--- src/rtl/reg_bank_pkg.sv ---
// Shared definitions for the arbitrated register-bank write controller:
// data word type, controller state encoding and default bank geometry.
package reg_bank_pkg;

    localparam int DATA_W   = 16;
    localparam int DEF_NREQ = 4;
    localparam int DEF_NREG = 8;

    typedef logic [DATA_W-1:0] word_t;

    typedef enum logic {
        IDLE  = 1'b0,
        CLEAR = 1'b1
    } state_e;

endpackage

--- src/rtl/reg_bank_ctrl_rr_arbiter.sv ---
// Combinational round-robin picker. Starting at ptr and wrapping, it grants
// the first asserted request. The pointer register lives in the parent.
module rr_arbiter
    import reg_bank_pkg::*;
#(
    parameter int NREQ = DEF_NREQ,
    parameter int PW   = $clog2(NREQ)
) (
    input  logic [NREQ-1:0] req,
    input  logic [PW-1:0]   ptr,
    output logic [NREQ-1:0] grant,
    output logic [PW-1:0]   grant_idx,
    output logic            grant_valid
);

    // Scan requesters in priority order ptr, ptr+1, ... and take the first hit.
    always_comb begin : pick
        int cand;
        // NOTE: every output gets a default before any branch, so no path can
        // leave a value unassigned and infer a latch.
        cand        = 0;
        grant       = '0;
        grant_idx   = '0;
        grant_valid = 1'b0;
        for (int k = 0; k < NREQ; k++) begin
            cand = (int'(ptr) + k) % NREQ;
            if (!grant_valid && req[cand[PW-1:0]]) begin
                grant_valid             = 1'b1;
                grant[cand[PW-1:0]]     = 1'b1;
                grant_idx               = cand[PW-1:0];
            end
        end
    end

endmodule

--- src/rtl/reg_bank_ctrl.sv ---
// Arbitrated write controller for a bank of 16-bit registers.
// Requesters share one write port through valid/ready and round-robin
// arbitration. A clear sweep zeroes one register per cycle. Two
// combinational read ports expose the bank.
// Optional feature: define REG_BANK_CTRL_BYPASS_EN for read-during-write
// forwarding (and zero for the register being cleared).
module reg_bank_ctrl
    import reg_bank_pkg::*;
#(
    parameter  int NREQ = DEF_NREQ,
    parameter  int NREG = DEF_NREG,
    localparam int AW   = $clog2(NREG)
) (
    input  logic                   CLK,
    input  logic                   RES,
    input  logic [NREQ-1:0]        req_valid,
    input  logic [NREQ*AW-1:0]     req_addr,
    input  logic [NREQ*DATA_W-1:0] req_data,
    output logic [NREQ-1:0]        req_ready,
    input  logic                   clr_start,
    output logic                   clr_busy,
    output logic                   clr_done,
    input  logic [AW-1:0]          rd_addr_a,
    input  logic [AW-1:0]          rd_addr_b,
    output logic [DATA_W-1:0]      rd_data_a,
    output logic [DATA_W-1:0]      rd_data_b
);

    localparam int PW = $clog2(NREQ);

    state_e        state_q, state_d;
    logic [PW-1:0] rr_ptr_q, rr_ptr_d;
    logic [AW-1:0] clr_idx_q, clr_idx_d;
    logic          clr_done_q, clr_done_d;
    word_t         bank_q [NREG];
    word_t         bank_d [NREG];

    logic [AW-1:0] req_reg  [NREQ];
    word_t         req_word [NREQ];

    logic [NREQ-1:0] arb_grant;
    logic [PW-1:0]   arb_idx;
    logic            arb_valid;

    logic          grant_en;
    logic          wr_en;
    logic [AW-1:0] wr_addr;
    word_t         wr_data;

    // Split the packed request buses into per-requester address and data.
    always_comb begin
        for (int i = 0; i < NREQ; i++) begin
            req_reg[i]  = req_addr[i*AW +: AW];
            req_word[i] = req_data[i*DATA_W +: DATA_W];
        end
    end

    rr_arbiter #(
        .NREQ (NREQ),
        .PW   (PW)
    ) u_arb (
        .req         (req_valid),
        .ptr         (rr_ptr_q),
        .grant       (arb_grant),
        .grant_idx   (arb_idx),
        .grant_valid (arb_valid)
    );

    // Grants only in IDLE, and a starting clear wins over any request.
    always_comb begin
        grant_en  = (state_q == IDLE) && !clr_start;
        req_ready = grant_en ? arb_grant : '0;
        wr_en     = grant_en && arb_valid;
        wr_addr   = req_reg[arb_idx];
        wr_data   = req_word[arb_idx];
    end

    // Next-state logic: sequencing, pointer advance and the single bank write.
    always_comb begin
        state_d    = state_q;
        rr_ptr_d   = rr_ptr_q;
        clr_idx_d  = clr_idx_q;
        clr_done_d = 1'b0;
        bank_d     = bank_q;
        case (state_q)
            IDLE: begin
                if (clr_start) begin
                    state_d   = CLEAR;
                    clr_idx_d = '0;
                end else if (wr_en) begin
                    bank_d[wr_addr] = wr_data;
                    rr_ptr_d = (arb_idx == PW'(NREQ - 1)) ? '0 : arb_idx + PW'(1);
                end
            end
            CLEAR: begin
                bank_d[clr_idx_q] = '0;
                clr_idx_d         = clr_idx_q + AW'(1);
                if (clr_idx_q == AW'(NREG - 1)) begin
                    state_d    = IDLE;
                    clr_done_d = 1'b1;
                end
            end
            default: state_d = IDLE;
        endcase
    end

    // State registers; reset aborts any sweep and zeroes the whole bank.
    always_ff @(posedge CLK or posedge RES) begin
        // NOTE: sequential state uses non-blocking assignments so every flop
        // samples the pre-edge values regardless of statement order.
        if (RES) begin
            state_q    <= IDLE;
            rr_ptr_q   <= '0;
            clr_idx_q  <= '0;
            clr_done_q <= 1'b0;
            // NOTE: the bank is architecturally zero after reset, so it is
            // built from resettable flops rather than an un-reset RAM.
            for (int r = 0; r < NREG; r++) begin
                bank_q[r] <= '0;
            end
        end else begin
            state_q    <= state_d;
            rr_ptr_q   <= rr_ptr_d;
            clr_idx_q  <= clr_idx_d;
            clr_done_q <= clr_done_d;
            for (int r = 0; r < NREG; r++) begin
                bank_q[r] <= bank_d[r];
            end
        end
    end

    assign clr_busy = (state_q == CLEAR);
    assign clr_done = clr_done_q;

    // Read ports: bank contents, optionally forwarding the write in flight.
    always_comb begin
        rd_data_a = bank_q[rd_addr_a];
        rd_data_b = bank_q[rd_addr_b];
`ifdef REG_BANK_CTRL_BYPASS_EN
        if (wr_en && (wr_addr == rd_addr_a)) begin
            rd_data_a = wr_data;
        end else if ((state_q == CLEAR) && (clr_idx_q == rd_addr_a)) begin
            rd_data_a = '0;
        end
        if (wr_en && (wr_addr == rd_addr_b)) begin
            rd_data_b = wr_data;
        end else if ((state_q == CLEAR) && (clr_idx_q == rd_addr_b)) begin
            rd_data_b = '0;
        end
`endif
    end

endmodule

--- config.mk ---
export PLATFORM = sky130hd
export DESIGN_NAME = reg_bank_ctrl
export DESIGN_NICKNAME = d
export VERILOG_FILES = /design/src/rtl/reg_bank_pkg.sv /design/src/rtl/reg_bank_ctrl_rr_arbiter.sv /design/src/rtl/reg_bank_ctrl.sv
export SDC_FILE = /design/constraint.sdc
export NUM_CORES = 1
export LEC_CHECK = 0
export ABC_CLOCK_PERIOD_IN_PS = 5400
export CAP_MARGIN = 30
export CELL_PAD_IN_SITES_DETAIL_PLACEMENT = 1
export CELL_PAD_IN_SITES_GLOBAL_PLACEMENT = 2
export CORE_MARGIN = 3
export CORE_UTILIZATION = 34
export CTS_BUF_LIST = sky130_fd_sc_hd__clkbuf_4 sky130_fd_sc_hd__clkbuf_8
export DETAILED_ROUTE_END_ITERATION = 7
export HOLD_SLACK_MARGIN = 0.12
export PLACE_DENSITY_LB_ADDON = 0.05
export SKIP_CTS_REPAIR_TIMING = 1
export SLEW_MARGIN = 20
export SYNTH_ARGS = -nofsm -noshare
export SYNTH_HDL_FRONTEND = slang
export SYNTH_SLANG_ARGS = --single-unit
--- constraint.sdc ---
create_clock -name CLK -period 5.4 [get_ports CLK]
set_input_delay 1.62 -clock CLK [delete_from_list [all_inputs] [get_ports CLK]]
set_output_delay 1.62 -clock CLK [all_outputs]
set_load 0.1 [all_outputs]
Word-level counts from Yosys, hierarchy flattened
Cells that the tools add are included.
- flip-flop bits (word level): 135
- input port bits: 89
- logic and storage cells: 123
- reductions and logical operators: 17
- bitwise operators: 12
- eq/ne operators: 5
- $add $sub $neg: 5
- mux-type cells: 57
- magnitude comparators: 15
- operators with widths (kind ; number):
    $mux 128 ; 2
    $pmux 128 s2 ; 1
    $and 128x128->128 ; 1
    $bwmux 128 ; 1
    $mux 16 ; 8
    $not 128->128 ; 1
    $bmux 16 s3 ; 2
    $demux 16 s3 ; 2
    $bmux 16 s2 ; 1
    $mux 4 ; 5
    $ge 4x4->1 const B ; 4
    $mux 1 ; 16
    $not 3->4 ; 4
    $lt 2x3->1 const B ; 4
    $or 4x4->4 ; 3
    $logic_and 1x1->1 ; 11
    $mux 2 ; 5
    $mux 3 ; 3
    $bmux 1 s2 ; 4
    $demux 1 s2 ; 4
    $ge 2x1->1 const B ; 4
    $lt 4x1->1 const B ; 2
    $bmux 3 s2 ; 1
    $ne 2x2->1 const B ; 3
    other kinds (13) ; 19

Depth between registers and ports, before layout
Gate-level depths: netlist (run 1).
- word-level depth: 25
- gate-level depth with buffers: 16
- mapped depth without buffers: 10

Cells and area by module
Synthesis (run 1) repeated with hierarchy kept, for this count alone.
- cell total of the unflattened synthesis: 675
- area total of the unflattened synthesis: 8500.7 um2
- modules (own cells, without submodules) (module ; area each (um2) ; cells an instance ; instances ; seq. area each (um2)):
    reg_bank_ctrl ; 8081.5 ; 630 ; 1 ; 3378.2
    rr_arbiter ; 419.2 ; 45 ; 1 ; 0.0

Worst setup path after synthesis (run 1)
No wires, ideal clock.
- path type: input port to output port
- start: input port req_valid[2]
- end: output port req_ready[0]
- path slack: -0.185 ns
- stages on the path: 7
- data required time: 3.780 ns
- arrival: 3.965 ns
- path buffers: 1
- cells stage by stage: buf_2 > mux4_2 > nor2b_4 > a22oi_1 > nor2_1 > a221oi_1 > nor2_1
- word-level cells in the longest chain between the ends: 13
- elaborated cells on any way between the ends: 25
- ends and longest elaborated chain (what ; RTL line ; text):
    from (decl) ; reg_bank_ctrl.sv:16 ; input logic [NREQ-1:0] req_valid,
    $bmux 1 s2 ; reg_bank_ctrl_rr_arbiter.sv:27 ; if (!grant_valid && req[cand[PW-1:0]]) begin
    $mux 1 (not written as such) ; reg_bank_ctrl_rr_arbiter.sv:27 ;
    $mux 1 ; reg_bank_ctrl_rr_arbiter.sv:27 ;
    $logic_not 1->1 ; reg_bank_ctrl_rr_arbiter.sv:27 ;
    $logic_and 1x1->1 ; reg_bank_ctrl_rr_arbiter.sv:27 ;
    $mux 1 ; reg_bank_ctrl_rr_arbiter.sv:27 ;
    $logic_not 1->1 ; reg_bank_ctrl_rr_arbiter.sv:27 ;
    $logic_and 1x1->1 ; reg_bank_ctrl_rr_arbiter.sv:27 ;
    $mux 1 ; reg_bank_ctrl_rr_arbiter.sv:27 ;
    $logic_not 1->1 ; reg_bank_ctrl_rr_arbiter.sv:27 ;
    $logic_and 1x1->1 ; reg_bank_ctrl_rr_arbiter.sv:27 ;
    $mux 4 * ; reg_bank_ctrl_rr_arbiter.sv:27 ;
    $mux 4 * ; reg_bank_ctrl.sv:72 ; req_ready = grant_en ? arb_grant : '0;
    to (decl) ; reg_bank_ctrl.sv:19 ; output logic [NREQ-1:0] req_ready,
Mark *: on every way between the ends. The rest lies on a longest branch, timed or not. The select of a mux whose other input is x is not followed.

Final worst setup path (run 1)
- start: input port req_valid[1]
- end: output port req_ready[3]
The elaborated chain is that of the path after synthesis.

==> run_results.csv, run 1 <==
group,metric,value,unit
run_status,status,"completed",
clock_tree,path_clk_slew,90,ps
floorplan,initial_utilization,0.349,
global_route,grtUsageMet2,0.375,
sta,period_needed,5240,ps
critical_path,cp.required,3780,ps
global_route,grt_max_degree,66,
global_route,use_met3,0.0384,
floorplan,dieArea,27100,um^2
yosys,synth.most_common_cell,"nand2_1",
yosys,ys_seq_elements,135,
power,peakVddDrop,0.000436,V
sta,tightest_slew,1000,ps
clock_tree,cts_buffers,17,
yosys,netlist_instances,716,
layout,n_antenna_cell,0,
yosys,synthAdderAreaFrac,0.0146,
clock_tree,clock_latency,470,ps
sta,max_slew_margin,0.329,
global_route,antenna_found_initial,0,
yosys,synth-edff-count,0,
layout,drive_above_1_share,0.277,
sta,tns,0,ps
placement,dp_hpwl,19100,um
route,drc,0,
critical_path,startpoint_type,"primary input",
critical_path,max_stage_delay,620,ps
power,p_sw_frac,0.488,
clock_tree,cts_sinks,135,
layout,area_delta_synth_final,30.2,%
yosys,ys.flop_type,"dfrtp_1",
clock_tree,cts_max_level,4,
clock_tree,cts_tree,"done",
sta,finalMaxSlewViolations,0,
yosys,synth_cell_type_count,47,
route,firstDrtPassIters,4,
yosys,syn_nets,815,
yosys,async_flop_share,1.00,
global_route,grtUsageTotal,0.219,
critical_path,path_max_fanout,8,
yosys,synth_top_area_frac,0.395,
yosys,synth-seq-area-share,0.395,
sta,worst_slack,155,ps
sta,rsz0062_at_grt,"no",
min_path,hold_class,"reg2reg",
floorplan,die_w,165,um
route,ant_nets,0,
power,p_seq_frac,0.251,
critical_path,crit_slowest_cell,"clkdlybuf4s50_1",
yosys,muxShareOfSynthArea,0.420,
route,vias,6486,
yosys,synth_xor_area_frac,0.00205,
yosys,synthSimpleGateAreaFrac,0.102,
route,drt_iter0_drc,333,
global_route,grt_busiest_layer,"met2",
critical_path,critPathTopFamily,"buffers and inverters",
route,wirelength,28400,um
power,pwr-share-clk,0.117,
run,cap_viol_max_count,0,
floorplan,rows,57,
floorplan,io_pins,127,
global_route,use_met1,0.295,
sta,max_freq,191,MHz
power,p_leak,5.15,nW
yosys,synth_common_cells,"nand2_1, mux2i_1, dfrtp_1",
yosys,synth_compound_area_frac,0.0334,
power,pwr-share-comb,0.632,
critical_path,criticalPathCategory,"in2out",
power,power.density,683,nW/um^2
global_route,grt_pass1_vias,7318,
critical_path,cp_num_buf_inv,2,
yosys,synth_area_leaders,"dfrtp_1, mux4_2, mux2i_1",
sta,clock_skew,16.3,ps
route,routed_via_density,5.50,
critical_path,cp.arrival,3620,ps
yosys,yosysWarningCount,0,
floorplan,core_area,24500,um^2
yosys,syn_area,8550,um^2
yosys,yosysTopAreaCell,"dfrtp_1",
route,avgRoutedWirePerCell,24.1,um
layout,nNetsFinal,941,
clock_tree,cts-root-buf,"clkbuf_8",
global_route,grt_first_pass_wirelength,44600,um
sta,final_hold_viol_count,0,
sta,finalCritPeriodShare,0.971,
yosys,synth_top_family_by_area,"multiplexers",
clock_tree,ctsLongestPathBuffers,2,
power,power_switching,0.00371,W
placement,place_ws,92.5,ps
yosys,syn_avg_cell_area,11.9,um^2
global_route,grt_overflow_total,0,
sta,finalSetupViolations,0,
placement,port_buffers,126,
placement,place.gp.congestion,0.773,
power,internal_power,0.00389,W
critical_path,endpoint_kind,"output pin",
critical_path,crit_chain,"clkdlybuf4s50_1 > o22ai_1 > and3_1 > or3_1 > a221oi_1 > nor2_2 > buf_12",
floorplan,die_h,165,um
-- worst register-to-register path: cells and delay by family (launching register included) --
kind	cells	cell delay, ps
multiplexers	3	1040
AO/OA/AOI/OAI	2	860
flip-flops	1	820
buffers and inverters	2	730
adder cells (fa/ha/maj)	1	540
AND/OR/NAND/NOR	2	360
-- sequential cells by signal, indices dropped and copies added (netlist names) --
| register | cells |
|---|---|
| clr_idx_q | 3 |
| bank_q | 128 |
| clr_done | 1 |
| rr_ptr_q | 2 |
| clr_busy | 1 |
-- per-layer routing --
metal | wire length (um) | vias up
met2 | 14300 | 158
met1 | 12600 | 3422
met4 | 341 | 0
li1 | - | 2880
met5 | 0 | -
met3 | 1240 | 26
-- final cells by class --
cell class | count | area [um^2]
Clock buffer | 18 | 248
Timing Repair Buffer | 162 | 2020
Clock inverter | 14 | 163
Multi-Input combinational cell | 522 | 4910
Tap cell | 324 | 405
Inverter | 4 | 17.5
Sequential cell | 135 | 3380
Fill cell | 2574 | 13400
-- power groups by stage --
stage | logic, W | registers [W] | clock network, W
after floorplan | 0.00322 | 0.00180 | 0
after global placement | 0.00466 | 0.00186 | 0
after detailed placement | 0.00484 | 0.00193 | 0
after CTS | 0.00486 | 0.00191 | 0.000914
after global routing | 0.00512 | 0.00199 | 0.000958
final | 0.00480 | 0.00191 | 0.000892
-- path summary, 6_finish.rpt --
check | from | to | slack (ps) | depth (start not counted)
min in group asynchronous | RES | bank_q[82] | 1520 | 2
min | bank_q[61] | bank_q[61] | 550 | 2
max reg2reg | rr_ptr_q[0] | bank_q[39] | 900 | 10
max | req_valid[1] | req_ready[3] | 160 | 7
min reg2reg | bank_q[61] | bank_q[61] | 550 | 2
max in group asynchronous | RES | bank_q[40] | 2970 | 3
-- placed cells by master, fill, tap and decap left out, types with 4 or more instances in the layout --
cell type,Yosys,final
nor2_1,15,11
inv_6,0,5
dfrtp_1,135,135
nor2_2,0,4
mux2_2,50,50
clkbuf_8,0,18
clkinv_4,0,4
o21ai_1,16,16
buf_4,3,25
buf_12,0,43
a221oi_1,4,4
a22oi_1,4,4
mux2i_1,150,150
nand2_1,157,157
clkdlybuf4s50_1,0,85
ha_1,10,10
nand3_1,4,4
mux4_2,67,67
-- through the flow --
| stage | std cells | hold WS, ps | utilization | instance area, um^2 | total power, W |
|---|---|---|---|---|---|
| floorplan | 716 | 508 | - | 8560 | 0.00502 |
| global placement | 1143 | 520 | 0.434 | 10600 | 0.00652 |
| detailed placement | 1147 | 538 | 0.437 | 10700 | 0.00677 |
| CTS | 1179 | 551 | 0.454 | 11100 | 0.00768 |
| global route | 1179 | 569 | 0.454 | 11100 | 0.00807 |
| finish | 1179 | 549 | 0.454 | 11100 | 0.00760 |
-- cell families (layout without fill, tap and decap cells) --
kind of cell / after synthesis / after routing
multiplexers: 268 / 268
AND/OR/NAND/NOR: 201 / 201
flip-flops: 135 / 135
buffers and inverters: 59 / 198
AO/OA/AOI/OAI: 41 / 41
adder cells (fa/ha/maj): 10 / 10
XOR/XNOR: 2 / 2
Power figures use the tool's default switching activity.
==> inputs of run 2 (changes only) <==
--- a/config.mk
+++ b/config.mk
@@ -11,7 +11,7 @@
 export CELL_PAD_IN_SITES_GLOBAL_PLACEMENT = 2
 export CORE_MARGIN = 3
 export CORE_UTILIZATION = 34
-export CTS_BUF_LIST = sky130_fd_sc_hd__clkbuf_4 sky130_fd_sc_hd__clkbuf_8
+export CTS_BUF_LIST = sky130_fd_sc_hd__clkbuf_4
 export DETAILED_ROUTE_END_ITERATION = 7
 export HOLD_SLACK_MARGIN = 0.12
 export PLACE_DENSITY_LB_ADDON = 0.05
==> constraint.sdc (replaced) <==
create_clock -name CLK -period 5.4 [get_ports CLK]
set_input_delay 0.81 -clock CLK [delete_from_list [all_inputs] [get_ports CLK]]
set_output_delay 0.81 -clock CLK [all_outputs]
set_load 0.1 [all_outputs]
==> run 2 against run 1 <==
Via count grew 0.34%; global-route usage rose by 0.26 points; worst hold slack got worse by 32 ps; largest power group unchanged.
==> run_results.csv, run 2 (synthesized netlist as in run 1, its figures left out) <==
group,metric,value,unit
run_status,status,"completed",
clock_tree,path_clk_slew,150,ps
route,wirelength,28800,um
clock_tree,cts_buffers,17,
clock_tree,cts_max_level,4,
floorplan,core_area,24500,um^2
sta,final_hold_viol_count,0,
global_route,grt_pass1_vias,7380,
sta,period_needed,4400,ps
sta,finalMaxSlewViolations,0,
critical_path,endpoint,"bank_q[24]",
run,cap_viol_max_count,0,
layout,multiInputGateArea,4900,um^2
placement,port_buffers,126,
route,firstDrtPassIters,4,
layout,reg_top3,"bank_q: 128 flops, clr_idx_q: 3 flops, rr_ptr_q: 2 flops",
critical_path,criticalPathCategory,"reg2reg",
clock_tree,cts-root-buf,"clkbuf_4",
power,power.density,667,nW/um^2
critical_path,reg2reg_slack,1000,ps
sta,finalSetupViolations,0,
sta,max_freq,227,MHz
route,routed_via_density,5.53,
layout,largest_reg_flops,128,
global_route,antenna_found_initial,1,
clock_tree,clock_latency,560,ps
route,drt_iter0_drc,253,
min_path,hold_class,"in2async",
route,vias,6508,
critical_path,cp.required,5790,ps
sta,clock_skew,31.6,ps
floorplan,io_pins,127,
floorplan,die_w,165,um
critical_path,crit_slowest_cell,"or4b_1",
route,ant_nets,0,
sta,holdWs,517,ps
global_route,grt_max_degree,73,
global_route,grtUsageTotal,0.222,
route,drc,0,
sta,max_slew_margin,0.354,
layout,largest_register,"bank_q",
layout,nNetsFinal,936,
layout,layout_common_cells,"nand2_1, mux2i_1, dfrtp_1, clkdlybuf4s50_1, mux4_2",
critical_path,rr_endpoint,"bank_q[24]",
critical_path,endpoint_kind,"flop",
layout,layout.cells.most_common,"nand2_1",
floorplan,rows,57,
layout,nFillCells,2671,
critical_path,crit_chain,"inv_1 > ha_1 > mux4_2 > o221ai_1 > o21ba_2 > mux2_2 > or4b_1 > buf_8 > mux2i_1",
clock_tree,cts_tree,"done",
sta,rsz0062_at_grt,"no",
sta,tightest_slew,966,ps
critical_path,crit_path_start,"rr_ptr_q[1]",
clock_tree,ctsLongestPathBuffers,2,
floorplan,initial_utilization,0.349,
global_route,grt_first_pass_wirelength,44900,um
route,avgRoutedWirePerCell,24.5,um
power,peakVddDrop,0.000434,V
clock_tree,cts_sinks,135,
floorplan,dieArea,27100,um^2
floorplan,die_h,165,um
critical_path,max_stage_delay,760,ps
critical_path,rr_worst_depth,9,
critical_path,cp.arrival,4790,ps
layout,drive_above_1_share,0.267,
critical_path,path_max_fanout,38,
placement,place.gp.congestion,0.748,
critical_path,startpoint_type,"flop",
critical_path,rr_startpoint,"rr_ptr_q[1]",
sta,tns,0,ps
layout,area_delta_synth_final,22.9,%
sta,finalCritPeriodShare,0.815,
placement,dp_hpwl,19900,um
power,p_leak,4.95,nW
layout,seqCellArea,3380,um^2
global_route,grt_overflow_total,0,
run 2: cell types whose count changed in the layout (fill, tap and decap cells not counted), sizes merged:
cell and change:
clkdlybuf4s50 +3, diode +2, buf -5, dlymetal6s2s -3, bufinv +1, clkbuf -1
run 2: final cells by class:
| class | instances | share of cell area |
|---|---|---|
| Clock buffer | 17 | 0.0121 |
| Clock inverter | 15 | 0.0179 |
| Sequential cell | 135 | 0.322 |
| Inverter | 4 | 0.00167 |
| Antenna cell | 2 | 0.000476 |
| Tap cell | 324 | 0.0386 |
| Multi-Input combinational cell | 522 | 0.466 |
| Timing Repair Buffer | 157 | 0.142 |
run 2: worst min path at each step:
| stage | startpoint | to | slack, ps | cells after the start |
|---|---|---|---|---|
| CTS | bank_q[10] | bank_q[10] | 560 | 2 |
| floorplan | bank_q[0] | bank_q[0] | 510 | 2 |
| finish | RES | bank_q[44] | 520 | 2 |
| global placement | bank_q[35] | bank_q[35] | 520 | 2 |
| global route | RES | bank_q[44] | 490 | 2 |
| detailed placement | bank_q[8] | bank_q[8] | 540 | 2 |
run 2: layer usage:
layer / vias up / GRT usage / routed length (um)
met5: - / 0 / 0
met4: 0 / 0.0480 / 367
met3: 23 / 0.0416 / 1310
met2: 176 / 0.388 / 14700
met1: 3436 / 0.287 / 12500
li1: 2873 / - / -
run 2: worst max-delay path, delay by kind of cell (launching register included):
| kind | cells | cell delay [ps] |
|---|---|---|
| DFF | 1 | 630 |
| AOI/OAI and AO/OA | 2 | 840 |
| adders and majority gates | 1 | 480 |
| and+or+nand+nor | 1 | 760 |
| buffers and inverters | 2 | 450 |
| muxes | 3 | 1090 |
run 2: power breakdown:
part           total [W]  internal [W]  switching (W)
Combinational    0.00434       0.00155        0.00279
Sequential       0.00190       0.00149       0.000415
Clock           0.000764      0.000331       0.000433
run 2: metrics by stage:
step	worst slack, ps	power, W	instance area, um^2	util	cells
after detailed placement	590	0.00629	10100	0.413	1139
final	1000	0.00701	10500	0.428	1176
after global placement	721	0.00604	10000	0.409	1134
after global routing	664	0.00749	10500	0.428	1176
after CTS	887	0.00706	10400	0.426	1171
after floorplan	979	0.00501	8550	-	716
==> inputs of run 3 (changes only) <==
--- a/config.mk
+++ b/config.mk
@@ -5,7 +5,7 @@
 export SDC_FILE = /design/constraint.sdc
 export NUM_CORES = 1
 export LEC_CHECK = 0
-export ABC_CLOCK_PERIOD_IN_PS = 5400
+export ABC_CLOCK_PERIOD_IN_PS = 4000
 export CAP_MARGIN = 30
 export CELL_PAD_IN_SITES_DETAIL_PLACEMENT = 1
 export CELL_PAD_IN_SITES_GLOBAL_PLACEMENT = 2
==> constraint.sdc (replaced) <==
create_clock -name CLK -period 4 [get_ports CLK]
set_input_delay 0.6 -clock CLK [delete_from_list [all_inputs] [get_ports CLK]]
set_output_delay 0.6 -clock CLK [all_outputs]
set_load 0.1 [all_outputs]
==> run 3 against run 2 <==
Global-route usage is 0.39 points lower; critical path depth is 2 higher; first-iteration DRC count grew 43%; flip-flop and latch count unchanged; via count down 0.17%; total power increased by 44%; die area did not move; setup slack worse by 620 ps; sequential power grew 34%; non-clock buffer count up 14.
==> run_results.csv, run 3 (synthesized netlist as in run 1, its figures left out) <==
group,metric,value,unit
sta,rsz0062_at_grt,"no",
placement,dpl-instance-area,10700,um^2
floorplan,dieArea,27100,um^2
critical_path,rr_endpoint,"bank_q[28]",
route,wirelength,28100,um
route,drt_iter0_drc,363,
sta,max_slew_margin,0.335,
layout,fin_area,11000,um^2
run,cap_viol_max_count,0,
placement,place.gp.congestion,0.774,
clock_tree,cts_buffers,17,
critical_path,criticalPathCategory,"reg2reg",
sta,finalMaxSlewViolations,0,
critical_path,cp.arrival,4030,ps
sta,tns,0,ps
global_route,use_met3,0.0391,
layout,layout.cells.most_common,"nand2_1",
route,ant_nets,0,
floorplan,core_area,24500,um^2
power,peakVddDrop,0.000412,V
clock_tree,cts_sinks,135,
clock_tree,cts-root-buf,"clkbuf_4",
sta,tightest_slew,994,ps
layout,drive_above_1_share,0.280,
global_route,grt_first_pass_wirelength,44000,um
layout,nNetsFinal,950,
global_route,grt_max_degree,112,
layout,largest_reg_flops,128,
floorplan,io_pins,127,
sta,holdWs,449,ps
critical_path,rr_worst_depth,11,
sta,clock_skew,21.8,ps
sta,finalSetupViolations,0,
critical_path,reg2reg_slack,390,ps
global_route,antenna_found_initial,1,
placement,dp_hpwl,19200,um
sta,worst_slack,386,ps
sta,finalCritPeriodShare,0.903,
clock_tree,cts_max_level,4,
critical_path,cp.required,4420,ps
route,firstDrtPassIters,4,
critical_path,endpoint_kind,"flop",
global_route,grt_busiest_layer,"met2",
run_status,status,"completed",
route,avgRoutedWirePerCell,23.6,um
power,p_leak,5.09,nW
sta,max_freq,277,MHz
global_route,grt_pass1_vias,7187,
global_route,use_met1,0.294,
layout,nFillCells,2608,
critical_path,startpoint_type,"flop",
route,vias,6497,
clock_tree,clock_latency,570,ps
global_route,grtUsageTotal,0.218,
sta,period_needed,3610,ps
route,routed_via_density,5.46,
route,drc,0,
floorplan,die_w,165,um
layout,layout_common_cells,"nand2_1, mux2i_1, dfrtp_1, clkdlybuf4s50_1, mux4_2",
clock_tree,cts_tree,"done",
layout,area_delta_synth_final,29.1,%
floorplan,rows,57,
power,total_power,0.0101,W
critical_path,path_max_fanout,16,
placement,port_buffers,126,
critical_path,rr_startpoint,"rr_ptr_q[0]",
global_route,grt_overflow_total,0,
floorplan,die_h,165,um
layout,reg_top3,"bank_q: 128 flops, clr_idx_q: 3 flops, rr_ptr_q: 2 flops",
placement,place_ws,-39.1,ps
clock_tree,ctsLongestPathBuffers,2,
min_path,hold_class,"in2async",
layout,largest_register,"bank_q",
floorplan,initial_utilization,0.349,
clock_tree,path_clk_slew,140,ps
power,power.density,915,nW/um^2
sta,final_hold_viol_count,0,
global_route,grtUsageMet2,0.365,
[run 3: cell count changes in the layout (fill, tap and decap cells not counted), sizes merged]
cell      previous run  this run
clkinv               5         7
clkinvlp             1         3
bufinv               3         2
inv                 10         7
diode                2         1
buf                 69        83
[run 3: how the worst max path moves through the flow]
| stage | start | end | slack, ps |
|---|---|---|---|
| final | rr_ptr_q[0] | bank_q[28] | 390 |
| after floorplan | rr_ptr_q[0] | req_ready[0] | 70 |
| after global routing | rr_ptr_q[0] | bank_q[28] | 160 |
| after CTS | rr_ptr_q[0] | bank_q[28] | 350 |
| after global placement | req_valid[2] | bank_q[28] | 100 |
| after detailed placement | req_valid[2] | bank_q[26] | -40 |
[run 3: area by class of cell]
class / count / area (um^2) / area share
flip-flops and latches: 135 / 3380 / 0.306
multi-input cells: 522 / 4900 / 0.444
clock inverters: 15 / 169 / 0.0153
repair buffers: 171 / 2040 / 0.185
well taps: 324 / 405 / 0.0367
diodes: 1 / 2.50 / 0.000227
inverters: 4 / 18.8 / 0.00170
clock buffers: 17 / 128 / 0.0116
[run 3: critical path: stages (launching register included)]
cell and delay [ps]:
dfrtp_1 380, inv_1 130, ha_1 470, mux4_2 450
nor2b_4 190, or2_4 170, o2bb2ai_4 250, mux2i_1 160
mux2_4 350, or4b_1 530, buf_4 250, mux2i_1 150
[run 3: routing by layer]
metal  wire length, um  share of wire
met5                 0              0
met4               360          0.013
met3              1100          0.039
met2             14000           0.50
met1             12600           0.45
[run 3: metrics by stage]
stage                util  std cells
finish              0.450       1189
global route        0.450       1189
CTS                 0.450       1188
detailed placement  0.438       1156
global placement    0.436       1154
floorplan               -        716
[run 3: power breakdown]
part	leakage, nW	total (W)	internal [W]	switching [W]
Sequential	1.85	0.00254	0.00201	0.000528
Combinational	3.09	0.00660	0.00270	0.00389
Clock	0.153	0.000973	0.000383	0.000590
Total	5.09	0.0101	0.00510	0.00501
